`src/rtl/cpu_types_pkg.sv`:
```
// Core-wide scalar types shared by every pipeline stage.
package cpu_types_pkg;
   typedef logic [31:0] word_t;
endpackage

```
`src/rtl/fetch_stage_pkg.sv`:
```
// Fetch-stage FSM encoding and the IF/ID latch layout.
package fetch_stage_pkg;
   import cpu_types_pkg::*;

   typedef enum logic [1:0] {
      FETCH  = 2'd0,
      DRAIN  = 2'd1,
      HALTED = 2'd2
   } fetch_state_t;

   typedef struct packed {
      logic  valid;
      word_t instr;
      word_t pc;
      word_t npc;
   } ifid_t;

   localparam word_t PC_STEP = 32'd4;
endpackage

```
`src/rtl/ifid_latch.sv`:
```
// IF/ID pipeline register: load captures a new entry, flush clears only valid.
module ifid_latch
   import fetch_stage_pkg::*;
(
   input  logic  CLK,
   input  logic  nRST,
   input  logic  load_i,
   input  logic  flush_i,
   input  ifid_t d_i,
   output ifid_t q_o
);
   ifid_t ifid_q, ifid_d;

   always_comb begin
      ifid_d = ifid_q;
      if (flush_i)
         ifid_d.valid = 1'b0;
      else if (load_i)
         ifid_d = d_i;
   end

   always_ff @(posedge CLK) begin
      if (!nRST)
         ifid_q <= '0;
      else
         ifid_q <= ifid_d;
   end

   assign q_o = ifid_q;
endmodule

```
`src/rtl/fetch_stage.sv`:
```
// Instruction fetch: owns the PC, requests the icache, fills IF/ID.
// Redirects or halts that land during a miss wait in DRAIN for the hit.
module fetch_stage
   import cpu_types_pkg::*;
   import fetch_stage_pkg::*;
#(
   parameter logic [31:0] PC_INIT = 32'h0000_0000
)(
   input  logic        CLK,
   input  logic        nRST,
   input  logic        ihit,
   input  logic [31:0] imemload,
   output logic        imemREN,
   output logic [31:0] imemaddr,
   input  logic        stall_id,
   input  logic        redirect,
   input  logic [31:0] redirect_pc,
   input  logic        halt,
   output logic        if_valid,
   output logic [31:0] if_instr,
   output logic [31:0] if_pc,
   output logic [31:0] if_npc,
   output logic        halted
);
   fetch_state_t state_q, state_d;
   word_t        pc_q, pc_d;
   word_t        pend_pc_q, pend_pc_d;
   logic         halt_pend_q, halt_pend_d;
   logic         load, flush, miss;
   word_t        red_tgt;
   ifid_t        ifid_in, ifid_out;

   always_ff @(posedge CLK) begin
      if (!nRST) begin
         state_q     <= FETCH;
         pc_q        <= PC_INIT;
         pend_pc_q   <= '0;
         halt_pend_q <= 1'b0;
      end else begin
         state_q     <= state_d;
         pc_q        <= pc_d;
         pend_pc_q   <= pend_pc_d;
         halt_pend_q <= halt_pend_d;
      end
   end

   assign miss    = imemREN & ~ihit;
   assign red_tgt = redirect_pc & ~32'h3;

   always_comb begin
      state_d     = state_q;
      pc_d        = pc_q;
      pend_pc_d   = pend_pc_q;
      halt_pend_d = halt_pend_q;
      load        = 1'b0;
      flush       = 1'b0;
      unique case (state_q)
         FETCH: begin
            if (halt) begin
               flush = 1'b1;
               if (miss) begin
                  state_d     = DRAIN;
                  halt_pend_d = 1'b1;
               end else begin
                  state_d = HALTED;
               end
            end else if (redirect) begin
               flush = 1'b1;
               // PC must hold during a miss so the cache completes the original fill
               if (miss) begin
                  state_d   = DRAIN;
                  pend_pc_d = red_tgt;
               end else begin
                  pc_d = red_tgt;
               end
            end else if (stall_id) begin
               load = 1'b0;
            end else if (ihit) begin
               load = 1'b1;
               pc_d = pc_q + PC_STEP;
            end else begin
               flush = 1'b1;
            end
         end
         DRAIN: begin
            flush = 1'b1;
            if (halt)
               halt_pend_d = 1'b1;
            if (redirect)
               pend_pc_d = red_tgt;
            if (ihit) begin
               if (halt || halt_pend_q) begin
                  state_d = HALTED;
               end else begin
                  state_d = FETCH;
                  pc_d    = redirect ? red_tgt : pend_pc_q;
               end
            end
         end
         HALTED: flush = 1'b1;
         default: state_d = FETCH;
      endcase
   end

   always_comb begin
      imemREN = (state_q != HALTED);
      halted  = (state_q == HALTED);
   end

   assign imemaddr = pc_q;

   assign ifid_in = '{valid: 1'b1, instr: imemload, pc: pc_q, npc: pc_q + PC_STEP};

   ifid_latch u_ifid (
      .CLK     (CLK),
      .nRST    (nRST),
      .load_i  (load),
      .flush_i (flush),
      .d_i     (ifid_in),
      .q_o     (ifid_out)
   );

   assign if_valid = ifid_out.valid;
   assign if_instr = ifid_out.instr;
   assign if_pc    = ifid_out.pc;
   assign if_npc   = ifid_out.npc;
endmodule

```
`config.mk`:
```
export PLATFORM = sky130hd
export DESIGN_NAME = fetch_stage
export DESIGN_NICKNAME = d
export VERILOG_FILES = /design/src/rtl/cpu_types_pkg.sv /design/src/rtl/fetch_stage_pkg.sv /design/src/rtl/ifid_latch.sv /design/src/rtl/fetch_stage.sv
export SDC_FILE = /design/constraint.sdc
export NUM_CORES = 1
export LEC_CHECK = 0
export ABC_AREA = 1
export CELL_PAD_IN_SITES_DETAIL_PLACEMENT = 0
export CELL_PAD_IN_SITES_GLOBAL_PLACEMENT = 1
export CORE_MARGIN = 3
export CORE_UTILIZATION = 34
export CTS_CLUSTER_DIAMETER = 40
export DETAILED_ROUTE_END_ITERATION = 8
export PLACE_DENSITY = 0.79
export SYNTH_ARGS = -nofsm -noshare
export SYNTH_HDL_FRONTEND = slang
export SYNTH_SLANG_ARGS = --single-unit
```
`constraint.sdc`:
```
create_clock -name CLK -period 2.2 [get_ports CLK]
set_input_delay 0.66 -clock CLK [delete_from_list [all_inputs] [get_ports CLK]]
set_output_delay 0.66 -clock CLK [all_outputs]
set_load 0.1 [all_outputs]
```
==> out/qor.yml <==
cts:
  clock_path_buffers: 2
  clockRootBuffer: "clkbuf_16"
  cts_tree: "done"
  cts_buffers: 17
  htreeDepth: 4
  cts_sinks: 162
  postCtsHoldBufs: 0
  clk_latency_ps: 430
  cts_resized: 0
  cts_setup_buffers: 0
  clk_pin_slew_ps: 70
yosys:
  syn_area_per_cell_um2: 6.91
  yosys.area.top_type_share: 0.440
  synth_seq_area_share: 0.440
  syn_area_um2: 7370
  syn_nets: 1142
  synth_top_cells_by_area: "dfxtp_1, nor2_1, o21ai_0"
  yosysUniqueCellTypes: 31
  synth_cells: 1067
  synth_seq_cells: 162
  yosysWarnings: 0
  yosys.area.top_type: "dfxtp_1"
pwr:
  irDropWorstVdd_mv: 0.739
  p_total_w: 0.0152
  p_per_area_nw_per_um2: 1370
  power_leakage_nw: 4.62
route:
  postRouteAntennaNets: 0
  drt_wl_total_um: 23100
  wire_per_inst_um: 14.8
  vias_per_cell: 4.71
  vias: 7351
  drt_first_iter_violations: 351
  drc: 0
  first_pass_iters: 5
sta:
  fin_setup_tns_ps: 0
  rsz0062_at_grt: "no"
  post-route-period-util: 0.940
  period_minus_slack_ps: 2070
  finClkSkew_ps: 8.58
  drv_slew: 0
  clock.fmax_mhz: 483
  worst_slack_ps: 132
  finalSetupViolCount: 0
  hold_viol: 0
  maxSlewHeadroom: 0.641
  worst_slew_pin_slew_ps: 538
setup_path:
  worstSetupEndpointType: "output port"
  start_kind: "flop"
  crit_path_max_fanout: 4
  worstSetupPathType: "flop to output port"
  worstPathCellList: "inv_1 -> ha_2 -> inv_1 -> buf_12"
  arrival_ps: 1410
  cpMaxStageDelayCell: "dfxtp_1"
  cpPeakStageDelay_ps: 390
  required_ps: 1540
  crit_top_cell: "inv_1"
placed_design:
  portBuffers: 198
  dp_slack_ps: -274
  hpwl_um: 17600
  dp.cells: 1530
  gp_congestion: 0.874
floorplan:
  dieArea_um2: 23500
  initial_core_util: 0.348
  fp.coreArea_um2: 21200
  die_height_um: 153
  die_x_um: 153
  fp-row-count: 53
  pin_count: 201
final_layout:
  synthToLayoutAreaGrowth_pct: 49.9
  final_cell_mix: "nor2_1, o21ai_0, nand2_1"
  final_nets: 1349
  drive_above_1_share: 0.197
  fin_cells: 1562
  final_common_cell: "nor2_1"
  antenna_cells: 0
outcome:
  status: "completed"
global_routing:
  grt_max_degree: 41
  grt_pass1_vias: 6811
  gr-total-overflow: 0
  grt_pass1_wl_um: 36800
  grt_use_total: 0.195
  antenna_found_initial: 0
hold_path:
  hold_path_class: "flop to flop"
flow_run:
  maxCapViolCount: 0
## routing by layer
layer,routed length (um),global-route usage,part of all wire
met2,10000,0.294,0.43
met4,222,0.0488,0.0096
met1,11500,0.287,0.50
met5,0,0,0
met3,1390,0.0382,0.060
## layout make-up
| type | instances | area (um^2) |
|---|---|---|
| clock buffer | 17 | 425 |
| clock inverter | 15 | 195 |
| fill | 2089 | 10100 |
| inverter | 74 | 278 |
| multi-input combinational | 743 | 3360 |
| sequential | 162 | 3240 |
| tap | 275 | 344 |
| timing repair buffer | 276 | 3200 |
## registers in the layout, summed over array words and instances (netlist names)
name,flops
pend_pc_q,32
u_ifid.q_o,95
imemaddr,32
state_q,2
halt_pend_q,1
## critical path, delay by kind of cell (launching register included)
family	cells	cell delay [ps]
fa+ha+maj	1	230
buf+inv	3	370
flops	1	390
## power breakdown
| group | internal [W] | switching (W) | total [W] | leakage, nW |
|---|---|---|---|---|
| sequential | 0.00357 | 0.000650 | 0.00422 | 1.32 |
| combinational | 0.00266 | 0.00514 | 0.00780 | 3.00 |
| clock | 0.00182 | 0.00132 | 0.00314 | 0.303 |
| total | 0.00805 | 0.00711 | 0.0152 | 4.62 |
## cell usage after synthesis
cell and count:
a21boi_2 1, a21oi_1 67, a22o_1 1, a31oi_1 1, buf_1 3, buf_2 16
buf_4 37, buf_6 2, clkbuf_1 30, clkinv_1 1, dfxtp_1 162, ha_1 5
inv_1 71, inv_2 2, mux2i_1 3, nand2_1 166, nand2_2 2, nand3_1 26
nand3b_1 3, nand4_2 1, nor2_1 271, nor2_2 1, nor2_4 1, nor3_1 6
nor3_4 1, nor3b_1 1, o21ai_0 166, o221ai_1 2, o31ai_1 4, xnor2_1 1
xor2_1 13
## cells by family after synthesis
group	after synthesis	share of synthesized area
adders and majority gates	5	0.00849
xor gates and xnor gates	14	0.0166
buffers and inverters	162	0.106
muxes	3	0.00407
and+or+nand+nor	479	0.256
DFF	162	0.440
AOI/OAI and AO/OA	242	0.168
## per-stage QoR
step	utilization	hold WS [ps]	cell area (um^2)
after CTS	0.522	447	11000
after global routing	0.522	465	11000
final	0.522	443	11000
after global placement	0.493	431	10400
after detailed placement	0.493	437	10400
after floorplan	-	425	7370
## path summary, 6_finish.rpt
| path | startpoint | to | slack (ps) | depth (start not counted) |
|---|---|---|---|---|
| setup / recovery | state_q[0]$_SDFFE_PN0P_ | imemREN | 130 | 4 |
| setup reg to reg | state_q[1]$_SDFFE_PN0P_ | imemaddr[12]$_SDFFE_PN0P_ | 230 | 12 |
| hold / removal | pend_pc_q[5]$_SDFFE_PN0P_ | pend_pc_q[5]$_SDFFE_PN0P_ | 440 | 2 |
| hold reg to reg | pend_pc_q[5]$_SDFFE_PN0P_ | pend_pc_q[5]$_SDFFE_PN0P_ | 440 | 2 |
Note: power is estimated with default switching activity, not from simulation.
